**src/rtl/seq_signed_divider_pkg.sv**
```systemverilog
// Shared definitions for the sequential signed/unsigned restoring divider:
// default operand width and FSM state encodings.
package seq_signed_divider_pkg;

    localparam int N_DEFAULT = 4;

    localparam logic [2:0] ST_IDLE = 3'd0;
    localparam logic [2:0] ST_LOAD = 3'd1;
    localparam logic [2:0] ST_RUN  = 3'd2;
    localparam logic [2:0] ST_FIX  = 3'd3;
    localparam logic [2:0] ST_DONE = 3'd4;

endpackage

```
**src/rtl/seq_signed_divider_div_step.sv**
```systemverilog
// One combinational restoring-division step: shift in the next dividend bit,
// subtract the divisor magnitude when it fits and report the quotient bit.
module div_step #(
    parameter int N = 4
) (
    input  logic [N-1:0] r_in,
    input  logic         bit_in,
    input  logic [N-1:0] dvs,
    output logic [N-1:0] r_next,
    output logic         qbit
);

    logic [N:0]   shifted;
    logic [N-1:0] diff;

    // r_in is always below dvs, so the difference fits in N bits.
    always_comb begin
        shifted = {r_in, bit_in};
        diff    = shifted[N-1:0] - dvs;
        qbit    = (shifted >= {1'b0, dvs});
        r_next  = qbit ? diff : shifted[N-1:0];
    end

endmodule

```
**src/rtl/seq_signed_divider.sv**
```systemverilog
// Sequential restoring divider: 2N-bit dividend / N-bit divisor, unsigned or
// two's-complement, one quotient bit per cycle on a start/done handshake.
module seq_signed_divider
    import seq_signed_divider_pkg::*;
#(
    parameter int N = N_DEFAULT
) (
    input  logic           clk,
    input  logic           rst,
    input  logic           start,
    input  logic           sgn,
    input  logic [2*N-1:0] dividend,
    input  logic [N-1:0]   divisor,
    output logic [N-1:0]   q,
    output logic [N-1:0]   r,
    output logic           busy,
    output logic           done,
    output logic           dz,
    output logic           ovf
);

    localparam int CW = $clog2(2 * N);
    localparam logic [2*N-1:0] HALF = {{N{1'b0}}, 1'b1, {(N-1){1'b0}}};

    logic [2:0]     state_reg;
    logic [2*N-1:0] dvd_reg;
    logic [2*N-1:0] quot_reg;
    logic [N-1:0]   dvs_reg;
    logic [N-1:0]   rem_reg;
    logic           sgn_reg;
    logic           sign_q_reg;
    logic           sign_r_reg;
    logic [CW-1:0]  cnt_reg;
    logic [N-1:0]   q_reg;
    logic [N-1:0]   r_reg;
    logic           done_reg;
    logic           dz_reg;
    logic           ovf_reg;

    logic           dvd_neg;
    logic           dvs_neg;
    logic [2*N-1:0] dvd_mag;
    logic [N-1:0]   dvs_mag;
    logic [N-1:0]   step_r;
    logic           step_q;
    logic [N-1:0]   q_fix;
    logic [N-1:0]   r_fix;
    logic           ovf_calc;

    div_step #(.N(N)) u_step (
        .r_in   (rem_reg),
        .bit_in (dvd_reg[2*N-1]),
        .dvs    (dvs_reg),
        .r_next (step_r),
        .qbit   (step_q)
    );

    // The most-negative dividend maps to 2^(2N-1), which still fits unsigned.
    always_comb begin
        dvd_neg = sgn_reg & dvd_reg[2*N-1];
        dvs_neg = sgn_reg & dvs_reg[N-1];
        dvd_mag = dvd_neg ? -dvd_reg : dvd_reg;
        dvs_mag = dvs_neg ? -dvs_reg : dvs_reg;
        q_fix   = sign_q_reg ? -quot_reg[N-1:0] : quot_reg[N-1:0];
        r_fix   = sign_r_reg ? -rem_reg : rem_reg;
        if (!sgn_reg)
            ovf_calc = |quot_reg[2*N-1:N];
        else if (sign_q_reg)
            ovf_calc = (quot_reg > HALF);
        else
            ovf_calc = (quot_reg >= HALF);
    end

    always_ff @(posedge clk or posedge rst) begin
        if (rst) begin
            state_reg  <= ST_IDLE;
            dvd_reg    <= '0;
            quot_reg   <= '0;
            dvs_reg    <= '0;
            rem_reg    <= '0;
            sgn_reg    <= 1'b0;
            sign_q_reg <= 1'b0;
            sign_r_reg <= 1'b0;
            cnt_reg    <= '0;
            q_reg      <= '0;
            r_reg      <= '0;
            done_reg   <= 1'b0;
            dz_reg     <= 1'b0;
            ovf_reg    <= 1'b0;
        end else begin
            done_reg <= 1'b0;
            case (state_reg)
                ST_IDLE: begin
                    // done_reg marks the done cycle, during which we are still busy.
                    if (start && !done_reg) begin
                        dvd_reg   <= dividend;
                        dvs_reg   <= divisor;
                        sgn_reg   <= sgn;
                        state_reg <= ST_LOAD;
                    end
                end
                ST_LOAD: begin
                    if (dvs_reg == '0) begin
                        q_reg     <= '1;
                        r_reg     <= dvd_reg[N-1:0];
                        dz_reg    <= 1'b1;
                        ovf_reg   <= 1'b0;
                        state_reg <= ST_DONE;
                    end else begin
                        dvd_reg    <= dvd_mag;
                        dvs_reg    <= dvs_mag;
                        sign_q_reg <= dvd_neg ^ dvs_neg;
                        sign_r_reg <= dvd_neg;
                        quot_reg   <= '0;
                        rem_reg    <= '0;
                        cnt_reg    <= '0;
                        state_reg  <= ST_RUN;
                    end
                end
                ST_RUN: begin
                    rem_reg  <= step_r;
                    quot_reg <= {quot_reg[2*N-2:0], step_q};
                    dvd_reg  <= {dvd_reg[2*N-2:0], 1'b0};
                    if (cnt_reg == CW'(2 * N - 1)) begin
                        cnt_reg   <= '0;
                        state_reg <= ST_FIX;
                    end else begin
                        cnt_reg <= cnt_reg + CW'(1);
                    end
                end
                ST_FIX: begin
                    q_reg     <= q_fix;
                    r_reg     <= r_fix;
                    dz_reg    <= 1'b0;
                    ovf_reg   <= ovf_calc;
                    state_reg <= ST_DONE;
                end
                ST_DONE: begin
                    done_reg  <= 1'b1;
                    state_reg <= ST_IDLE;
                end
                default: state_reg <= ST_IDLE;
            endcase
        end
    end

    assign q    = q_reg;
    assign r    = r_reg;
    assign done = done_reg;
    assign dz   = dz_reg;
    assign ovf  = ovf_reg;
    assign busy = (state_reg != ST_IDLE) || done_reg;

endmodule

```
**config.mk**
```make
export PLATFORM = sky130hd
export DESIGN_NAME = seq_signed_divider
export DESIGN_NICKNAME = d
export VERILOG_FILES = /design/src/rtl/seq_signed_divider_pkg.sv /design/src/rtl/seq_signed_divider_div_step.sv /design/src/rtl/seq_signed_divider.sv
export SDC_FILE = /design/constraint.sdc
export NUM_CORES = 1
export LEC_CHECK = 0
export BUFFER_PORTS_ARGS = -buffer_cell sky130_fd_sc_hd__buf_2
export CAP_MARGIN = 20
export CORE_UTILIZATION = 45
export CTS_CLUSTER_DIAMETER = 40
export CTS_CLUSTER_SIZE = 40
export DETAILED_ROUTE_END_ITERATION = 8
export SETUP_SLACK_MARGIN = 0.02
export SLEW_MARGIN = 20
export SYNTH_ARGS = -nofsm -noshare
export SYNTH_HDL_FRONTEND = slang
export SYNTH_SLANG_ARGS = --single-unit
```
**constraint.sdc**
```tcl
create_clock -name clk -period 2.4 [get_ports clk]
set_input_delay 0.48 -clock clk [delete_from_list [all_inputs] [get_ports clk]]
set_output_delay 0.48 -clock clk [all_outputs]
set_load 0.03 [all_outputs]
```
### Yosys cells after proc, flatten, opt, wreduce, memory -nomap -nowiden

Index checks and enable logic that the tools add are counted.

| operators by class | value |
|---|---|
| reductions and logical operators | 18 |
| bitwise logic cells | 4 |
| equal/unequal tests | 11 |
| add/subtract/negate cells | 6 |
| magnitude comparators | 3 |
| multiplexer cells | 33 |

Operators by type and width:

| kind | count |
|---|---|
| $mux 4 | 9 |
| $mux 8 | 4 |
| $pmux 4 s2 | 4 |
| $pmux 8 s3 | 1 |
| $pmux 8 s2 | 1 |
| $mux 3 | 5 |
| $ne 2x2->1 const B | 6 |
| $neg 4->4 | 3 |
| $pmux 3 s4 | 1 |
| $reduce_and 2->1 | 5 |
| $ge 8x4->1 const B | 1 |
| $gt 8x4->1 const B | 1 |
| $neg 8->8 | 1 |
| $reduce_and 4->1 | 2 |
| $eq 3x2->1 const B | 2 |
| $eq 3x3->1 const B | 2 |
| $pmux 3 s2 | 1 |
| $reduce_bool 2->1 | 3 |
| $reduce_bool 3->1 | 2 |
| $ge 5x4->1 | 1 |
| $mux 1 | 5 |
| $logic_not 4->1 | 1 |
| $pmux 1 s2 | 2 |
| $reduce_or 4->1 | 1 |
| other kinds (10) | 11 |

| word-level totals | value |
|---|---|
| bits in registers | 44 |
| logic and storage cells | 89 |
| bits of input ports | 16 |
| output and inout port bits | 12 |

### Longest topological paths before layout

Gate-level depths: netlist of the first run.

| depth | value |
|---|---|
| depth in word-level cells | 4 |
| mapped depth | 7 |
| depth with buffers taken out | 7 |

### Modules after synthesis

A second synthesis of the first run with hierarchy kept.

| unflattened totals | value |
|---|---|
| cell total of the unflattened synthesis | 282 |
| area, all modules | 2566.2 um^2 |

Modules (own cells, without submodules):

| module | cells each | seq. area each (um^2) | times used | area an instance (um^2) |
|---|---|---|---|---|
| seq_signed_divider | 254 | 1101.1 | 1 | 2358.5 |
| div_step | 28 | 0.0 | 1 | 207.7 |

### Least setup slack after synthesis of the first run

No wires, ideal clock.

| timing path | value |
|---|---|
| path kind | register -> register |
| start point | register dvs_reg[2] |
| end point | register rem_reg[0] |
| data arrival time | 1.730 ns |
| library setup time | 0.122 ns |
| stages on the path, launching flop included | 7 |
| clock period less this slack | 1.851 ns |
| slack | 0.549 ns |
| buffers on the path | 0 |
| required time | 2.278 ns |
| path through | dfrtp_1 inv_1 ha_1 or2_1 a211oi_1 o21ai_0 a32o_1 |

| on the way | value |
|---|---|
| longest elaborated chain between the ends | 3 |

Ends and longest elaborated chain:

| what | RTL line | text |
|---|---|---|
| start: declaration | seq_signed_divider.sv:28 | `logic [N-1:0] dvs_reg;` |
| start signal: assignment | seq_signed_divider.sv:97 | `dvs_reg <= divisor;` |
| start signal: assignment | seq_signed_divider.sv:111 | `dvs_reg <= dvs_mag;` |
| $ge 5x4->1 or $logic_not 4->1 (tied branches) | seq_signed_divider_div_step.sv:20, seq_signed_divider.sv:103 |  |
| $mux 4 or $ne 2x2->1 (tied branches) | n/a |  |
| $pmux 4 s2 or $reduce_and 2->1 (tied branches) | n/a |  |
| end signal: assignment | seq_signed_divider.sv:121 | `rem_reg <= step_r;` |
| end: declaration | seq_signed_divider.sv:29 | `logic [N-1:0] rem_reg;` |

Several ways; a longest one is shown, not always the timed one.
A chain may end at the register's enable or synchronous reset.

### Worst setup path in the final report of the first run

Same ends and word-level chain as after synthesis.

==> metrics.txt, run 1 <==
Net Switching=2.16 mW; CTS tree=yes; vias per cell=~5.6; setup slack, reg-to-reg=360 ps; global route total overflow=0; final net count=341; Max Fclk=491 MHz; Synth Cell Area=2620 µm²; Post-CTS Repair Setup Buffers=0; worst slew pin tran=533 ps; XOR/XNOR Fraction of Synth Area=2.68%; die area=6130 µm²; register bit total from synthesis=44; worst clock skew=5.64 ps; antenna violations before repair=0; Post-DP Area=2870 µm²; Area contributors post-synth=dfrtp_1, nand2_1, ha_1, nand3_1, o21ai_1; Sum Neg Setup Slack=0 ps; CP Launch Point=dvs_reg[2]; H-tree level count=2; DRC violations left=0; Clk pwr share=11.1%; final setup fails=0; Net Sw Frac=47.6%; die width=78.3 µm; Gate power share=56.7%; peak supply drop=0.753 mV; worst r2r dst=rem_reg[0]; crit path capture=rem_reg[0]; CP endpoint kind=flip-flop; adder-cell share of the synthesized area=~5.5%; number of max-cap violations=0; Final Power=4.54 mW; P_leak=1.35 nW; total power per unit cell area=1530 nW/µm²; ys async rst share=100%; WL/cell=~15 µm; number of CTS-inserted buffers=5; Distinct cells, synth=between 50 and 60; FP Rows=27; Top FF cell, synth=dfrtp_1; crit path launch type=flip-flop; compound-gate portion of the synthesized area=22.6%; DR iter-0 viols=237; final wirelength=5900 µm; vias in the first global route=2085; synth cell count leaders=nand2_1, dfrtp_1, nand3_1, o21ai_1; Post-DP HPWL=4310 µm; vias=around 2.2k; DRT Pass-1 Iters=4; DRT antenna net count=0; Slew headroom=64.4%; Largest stage delay, worst path=440 ps; clock buffer depth=2; port bufs=27; fin. max-slew vios=0; Design Area, Final=between 2000 and 3000 µm²; fill cell count=540; YS warnings=0; post-route setup slack=365 ps; CP max-delay cell=dfrtp_1; Hold Crit Class=primary input to asynchronous set/reset pin; area fraction of the dominant cell type after synthesis=42.0%; largest family of logic cells by synthesized area=compound AO/OA/AOI/OAI gates; cell breakdown of the critical path=inv_1 > ha_1 > or2_1 > a211oi_1 > o21ai_0 > a32o_1; outcome=finished, final reports clean; syn nets=309; Mean Syn Cell Area=around 9.3 µm²; crit-path max FO=5; Synth Instances=282; total track usage=21.1%; FF-to-FF Start=dvs_reg[2]; clock root buffer=clkbuf_8; Hold Fails Final Rpt=0; Crit path arrival time=about 2200 ps; most frequent cell after synthesis=nand2_1; Crit Path Class=flip-flop to flip-flop; Placer Congestion=0.856; Seq/Total Area, Yosys=42.0%; EDFF count, synth=0; CTS clk-pin slew, worst paths=90 ps; worst skew pair latency=300 ps; Synth Area in Simple Gates=about 21%; Core ar.=around 5600 µm²; Layout area overhead=13.1%; largest net degree at the start of global routing=24; post-synthesis mux area share=1.19%; area leader, netlist=dfrtp_1; crit path time final=2040 ps; Diodes inserted=0; dpl ws=404 ps; R2R cell count=6; share of cells above drive strength 1=between 10% and 20%; sequential power share=32.2%; Clock Sinks=44; Final Cycle Share=84.8%; first-pass GRT wire length=10100 µm; P_int=2.38 mW; CP required=2590 ps; # hold bufs at CTS=0; RSZ-0062 raised after global routing=no; Die H=78.3 µm; I/O pin count=28; Initial Utilization=between 40% and 50%; cts repair resizes=0
[worst min-delay path by stage]
stage | cells after the start | end | startpoint | slack [ps]
after global placement | 1 | dz | dz | 470
after CTS | 2 | q[2] | rst | 220
after floorplan | 1 | cnt_reg[0] | cnt_reg[0] | 460
after global routing | 2 | q[2] | rst | 230
final | 2 | q[2] | rst | 200
after detailed placement | 1 | dz | dz | 480
[cells by family after synthesis]
group,after synthesis
simple gates,105
compound gates,82
xor+xnor,8
buf+inv,29
fa+ha+maj,11
flops,44
mux,3
[power groups by stage]
| stage | logic, mW | registers [mW] | clock network (mW) |
|---|---|---|---|
| floorplan | 1.91 | 1.52 | 0 |
| global placement | 2.53 | 1.47 | 0 |
| detailed placement | 2.56 | 1.47 | 0 |
| CTS | 2.57 | 1.46 | 0.516 |
| global route | 2.88 | 1.52 | 0.552 |
| finish | 2.57 | 1.46 | 0.505 |
[stage by stage]
stage	utilization, %	cells	hold WS, ps
floorplan	-	282	462
global placement	51.4	379	468
detailed placement	51.4	379	480
CTS	53.2	387	219
global route	53.2	387	232
finish	53.2	387	195
[worst max-delay path: cells and delay by family, from the launching register on]
family          cells  cell delay [ps]
fa+ha+maj           1              350
simple gates        1              240
flops               1              440
buf+inv             1               90
compound gates      3              800
[metal layers]
layer  routed length [µm]  track usage (%)  vias to the layer above
li1                     -                -                     1084
met1                 3050             31.1                     1032
met2                 2610             32.4                       53
met3                  224             3.84                        4
met4                   19             4.26                        0
met5                    0                0                        -
[placed cells by master (no fill, tap or decap), types with 6 or more instances in the layout]
master,count
a31oi_1,7
clkbuf_8,6
nand3_1,15
nand2_1,45
a21oi_1,12
ha_1,10
o21ai_1,15
buf_2,27
nor2_1,14
buf_4,11
inv_1,13
o211ai_1,6
dfrtp_1,44
xnor2_1,6
[layout make-up]
| cell class | count | area [µm²] | share of cell area (%) |
|---|---|---|---|
| Sequential cell | 44 | 1100 | 37.2 |
| Tap cell | 72 | 90.1 | 3.04 |
| Clock buffer | 6 | 82.6 | 2.79 |
| Clock inverter | 2 | 15.0 | 0.507 |
| Multi-Input combinational cell | 209 | 1380 | 46.6 |
| Timing Repair Buffer | 39 | 238 | 8.02 |
| Inverter | 15 | 56.3 | 1.90 |
Power figures use the tool's default switching activity.
==> inputs of run 2 (changes only) <==
- clock period: 2.4 -> 1.9 ns (I/O delays scaled with it)
==> run 2 against run 1 <==
Cell count up 4.4%. Sequential cell count is the same. Combinational power increased by 47%. Critical endpoint is now busy.
==> metrics.txt, run 2 (synthesized netlist as in run 1, its figures left out) <==
total power per unit cell area=1990 nW/µm² (+30%); worst slew pin tran=636 ps (+103 ps); number of max-cap violations=0 (unchanged); dpl ws=81.0 ps (-323 ps); CP endpoint kind=primary output; Clock Sinks=44 (unchanged); crit path time final=1780 ps; Diodes inserted=0 (unchanged); Inst Count DP=393 (+3.7%); Net Sw Frac=45.3% (-2.3 points); final setup fails=0 (unchanged); DR iter-0 viols=155 (-35%); worst clock skew=9.01 ps (+3.36 ps); worst skew pair latency=300 ps (about the same); Final Power=6.26 mW (+38%); peak supply drop=0.945 mV (+26%); vias in the first global route=2174 (+4.3%); RSZ-0062 raised after global routing=no; fin cells=404 (+4.4%); number of CTS-inserted buffers=5 (unchanged); clock buffer depth=2 (unchanged); Hold Fails Final Rpt=0 (unchanged); H-tree level count=2 (unchanged); Slew headroom=57.3% (-7.1 points); P_leak=1.46 nW (+8.0%); FP Rows=27 (unchanged); Sum Neg Setup Slack=0 ps (unchanged); crit-path max FO=8 (+3); CTS clk-pin slew, worst paths=90 ps (about the same); DRC violations left=0 (unchanged); Core ar.=5570 µm² (unchanged); largest net degree at the start of global routing=45 (+88%); Placer Congestion=0.864 (+0.92%); Gate power share=60.2% (+3.5 points); global route total overflow=0 (unchanged); Hold Crit Class=primary input to asynchronous set/reset pin; Clk pwr share=12.2% (+1.1 points); first-pass GRT wire length=10400 µm (+2.4%); Net Switching=2.84 mW (+31%); Final Cycle Share=93.6%; met2 wire length=2790 µm (+6.8%); vias per cell=5.62 (about the same); P_int=3.43 mW (+44%); Crit Path Class=flip-flop to primary output; die area=6130 µm² (unchanged); outcome=finished, final reports clean; CTS tree=yes; share of cells above drive strength 1=24.4% (+5.7 points); Die H=78.3 µm (unchanged); top sig layer=met4; commonest cells after routing, fill and taps aside=nand2_1, dfrtp_1, buf_4; port bufs=27 (unchanged); clock root buffer=clkbuf_8; I/O pin count=28 (unchanged); crit path launch type=flip-flop; final net count=358 (+5.0%); DRT Pass-1 Iters=4 (unchanged); vias=2270 (+4.5%); CP required=1520 ps (-1070 ps); Layout area overhead=20.1%; fin. max-slew vios=0 (unchanged); antenna violations before repair=0 (unchanged); most common cell after layout, fill and taps aside=nand2_1; Max Fclk=562 MHz; Post-DP HPWL=4450 µm (+3.3%); met3 wire length=209 µm (-6.7%); WL/cell=15.1 µm (-0.93%); final wirelength=6100 µm (+3.4%); die width=78.3 µm (unchanged); post-route setup slack=122 ps (-242 ps); DRT antenna net count=0 (unchanged); M1 WL=3080 µm (+0.89%); # hold bufs at CTS=0 (unchanged); Initial Utilization=47.0% (unchanged); sequential power share=27.6% (-4.6 points); Crit path arrival time=1400 ps (-820 ps); total track usage=21.7% (+0.54 points)
[run 2: cell count changes in the layout (fill, tap and decap cells not counted), sizes merged]
cell and change:
buf +17, clkinvlp -2, clkinv +1, bufinv +1
[run 2: layer usage]
metal	up-vias	track usage [%]
met2	40	35.0
li1	1118	-
met4	0	5.00
met1	1107	30.2
met3	5	3.84
met5	-	0
[run 2: cell type report]
type | instances | area (µm²)
Inverter | 15 | 56.3
Sequential cell | 44 | 1100
Clock inverter | 2 | 38.8
Clock buffer | 6 | 82.6
Fill cell | 531 | 2430
Multi-Input combinational cell | 209 | 1410
Tap cell | 72 | 90.1
Timing Repair Buffer | 56 | 365
[run 2: stage by stage]
step	area [µm²]	util, %	hold WS (ps)
after floorplan	2620	-	462
after detailed placement	2970	53.3	435
final	3150	56.4	95.7
after global placement	2970	53.3	433
after CTS	3090	55.5	105
after global routing	3150	56.4	108
[run 2: final timing paths]
kind	from	to	slack, ps	cells after the start
setup / recovery	state_reg[0]	busy	120	5
hold / removal	rst	q[1]	100	3
setup reg to reg	dvs_reg[2]	rem_reg[0]	130	6
hold reg to reg	cnt_reg[0]	cnt_reg[0]	500	1
max in group asynchronous	rst	state_reg[0]	1570	3
min in group clk	sgn	sgn_reg	300	2
[run 2: power by group through the flow]
stage	registers [mW]	clock network (mW)	logic [mW]
2_1_floorplan	1.92	0	2.41
3_3_place_gp	1.74	0	3.61
3_5_place_dp	1.74	0	3.62
4_1_cts	1.72	0.780	3.64
5_1_grt	1.78	0.816	4.20
6_report	1.73	0.767	3.77
[run 2: critical path, cell delays in order, from the launching register on]
cell and delay, ps:
dfrtp_2 440, buf_4 180, nor2_1 120, buf_4 150, nand2_1 50, buf_2 170
[run 2: timing repair]
item	in CTS	in global routing
endpoints found under the setup margin	0	26
resized for setup	0	7
setup buffers	0	3
==> inputs of run 3 (changes only) <==
- REMOVE_ABC_BUFFERS: unset -> 1
- clock period: 1.9 -> 2.1 ns (I/O delays scaled with it)
==> run 3 against run 2 <==
Worst hold slack better by 14 ps. Die area unchanged. Sequential power down 5%. Cell count down 1.7%. Register-to-register slack better by 110 ps. First-iteration DRC count down 29%. Non-clock buffer count down 7. Combinational power down 17%. Wire length down 0.29%. Sequential share of layout area up 1.1 points. Total power down 13%. Critical path type unchanged.
==> metrics.txt, run 3 (synthesized netlist as in run 1, its figures left out) <==
crit path time final=1910 ps; final net count=351 (-2.0%); first-pass GRT wire length=10200 µm (-1.8%); # hold bufs at CTS=0 (unchanged); number of max-cap violations=0 (unchanged); fin. max-slew vios=0 (unchanged); most common cell after layout, fill and taps aside=nand2_1; Initial Utilization=47.0% (unchanged); worst slew pin tran=603 ps (-33.3 ps); Placer Congestion=0.872 (+0.86%); Layout area overhead=16.4%; Die H=78.3 µm (unchanged); crit-path max FO=10 (+2); vias=2232 (-1.7%); DRT Pass-1 Iters=4 (unchanged); RSZ-0062 raised after global routing=no; largest net degree at the start of global routing=23 (-49%); Post-DP HPWL=4460 µm (+0.35%); antenna violations before repair=0 (unchanged); grt peak-use layer=met2; worst clock skew=11.7 ps (+2.70 ps); Post-DP Area=2930 µm² (-1.4%); CP max-delay cell=dfrtp_2; final setup fails=0 (unchanged); global route total overflow=0 (unchanged); cell breakdown of the critical path=buf_4 > nor2_1 > buf_4 > nand2_1 > buf_2; DRC violations left=0 (unchanged); Design Area, Final=3050 µm² (-3.1%); Max Fclk=about 520 MHz; FP Rows=27 (unchanged); CP endpoint kind=primary output; Crit Path Class=flip-flop to primary output; DR iter-0 viols=110 (-29%); die area=6130 µm² (unchanged); Final Cycle Share=90.7%; WL/cell=15.3 µm (+1.5%); crit-path leading delay family=flip-flops; utilization after layout=54.7% (-1.7 points); final wirelength=6090 µm (-0.29%); I/O pin count=28 (unchanged); met3 Use GR=3.84% (unchanged); Inst Count DP=389 (-1.0%); Hold Fails Final Rpt=0 (unchanged); CP Buf/Inv Count=3 (unchanged); vias per cell=5.62 (about the same); total track usage=21.4% (-0.31 points); Crit path arrival time=1490 ps (+90 ps); met2 usage=33.2% (-1.8 points); Clock Sinks=44 (unchanged); CTS clk-pin slew, worst paths=100 ps (about the same); fin cells=397 (-1.7%); commonest cells after routing, fill and taps aside=nand2_1, dfrtp_1, buf_2; Diodes inserted=0 (unchanged); CP Launch Point=state_reg[0]; met1 usage=30.5% (+0.27 points); number of CTS-inserted buffers=5 (unchanged); total power per unit cell area=1800 nW/µm² (-9.7%); DRT antenna net count=0 (unchanged); FF-to-FF Start=dvs_reg[2]; crit path launch type=flip-flop; die width=78.3 µm (unchanged); peak supply drop=0.815 mV (-14%); outcome=finished, final reports clean; hold_ws=110 ps (+14.1 ps); P_leak=1.40 nW (-3.6%); share of cells above drive strength 1=21.8% (-2.6 points); Core ar.=5570 µm² (unchanged); clock root buffer=clkbuf_8; Stages on worst setup path=5 (unchanged); CTS tree=yes; Hold Crit Class=primary input to asynchronous set/reset pin; Largest stage delay, worst path=510 ps (+70 ps); fill cell count=552 (+4.0%); H-tree level count=2 (unchanged); most frequent CP cell=buf_4; Slew headroom=59.5% (+2.2 points); port bufs=27 (unchanged); clock buffer depth=2 (unchanged); R2R cell count=6 (unchanged); vias in the first global route=2091 (-3.8%); worst skew pair latency=310 ps (about the same); CP required=1680 ps (+160 ps)
[run 3: routing by layer]
metal	share of wire [%]	routed length [µm]	up-vias
met1	51	3090	1074
met3	4.0	245	2
met4	0.48	29	0
met2	45	2730	48
li1	-	-	1108
met5	0	0	-
[run 3: power by group]
part | switching (mW) | total, mW | internal, mW
clock network | 0.327 | 0.686 | 0.359
registers | 0.417 | 1.65 | 1.23
logic | 1.79 | 3.14 | 1.35
total | 2.53 | 5.48 | 2.95
[run 3: worst paths after layout]
| check | endpoint | slack (ps) |
|---|---|---|
| min in group clk | dvs_reg[0] | 320 |
| min | quot_reg[4] | 110 |
| max in group asynchronous | state_reg[0] | 1400 |
| max | busy | 190 |
| max reg2reg | rem_reg[2] | 240 |
| min reg2reg | dz | 510 |
[run 3: layout make-up]
| cell class | count | area (µm²) | share of cell area [%] |
|---|---|---|---|
| clock buffer | 5 | 68.8 | 2.26 |
| multi-input combinational | 209 | 1390 | 45.4 |
| sequential | 44 | 1100 | 36.2 |
| timing repair buffer | 49 | 300 | 9.85 |
| inverter | 15 | 56.3 | 1.85 |
| clock inverter | 3 | 46.3 | 1.52 |
| tap | 72 | 90.1 | 2.95 |
[run 3: timing repair]
item	in CTS	in global routing
gates resized for setup	0	2
endpoints found under the setup margin	0	2
setup buffers	0	0
[run 3: through the flow]
step | total power [mW] | TNS [ps] | setup WS (ps)
global route | 5.94 | 0 | 49.0
CTS | 5.48 | 0 | 109
detailed placement | 4.78 | 0 | 182
floorplan | 3.79 | -2350 | -309
finish | 5.48 | 0 | 195
global placement | 4.75 | 0 | 220
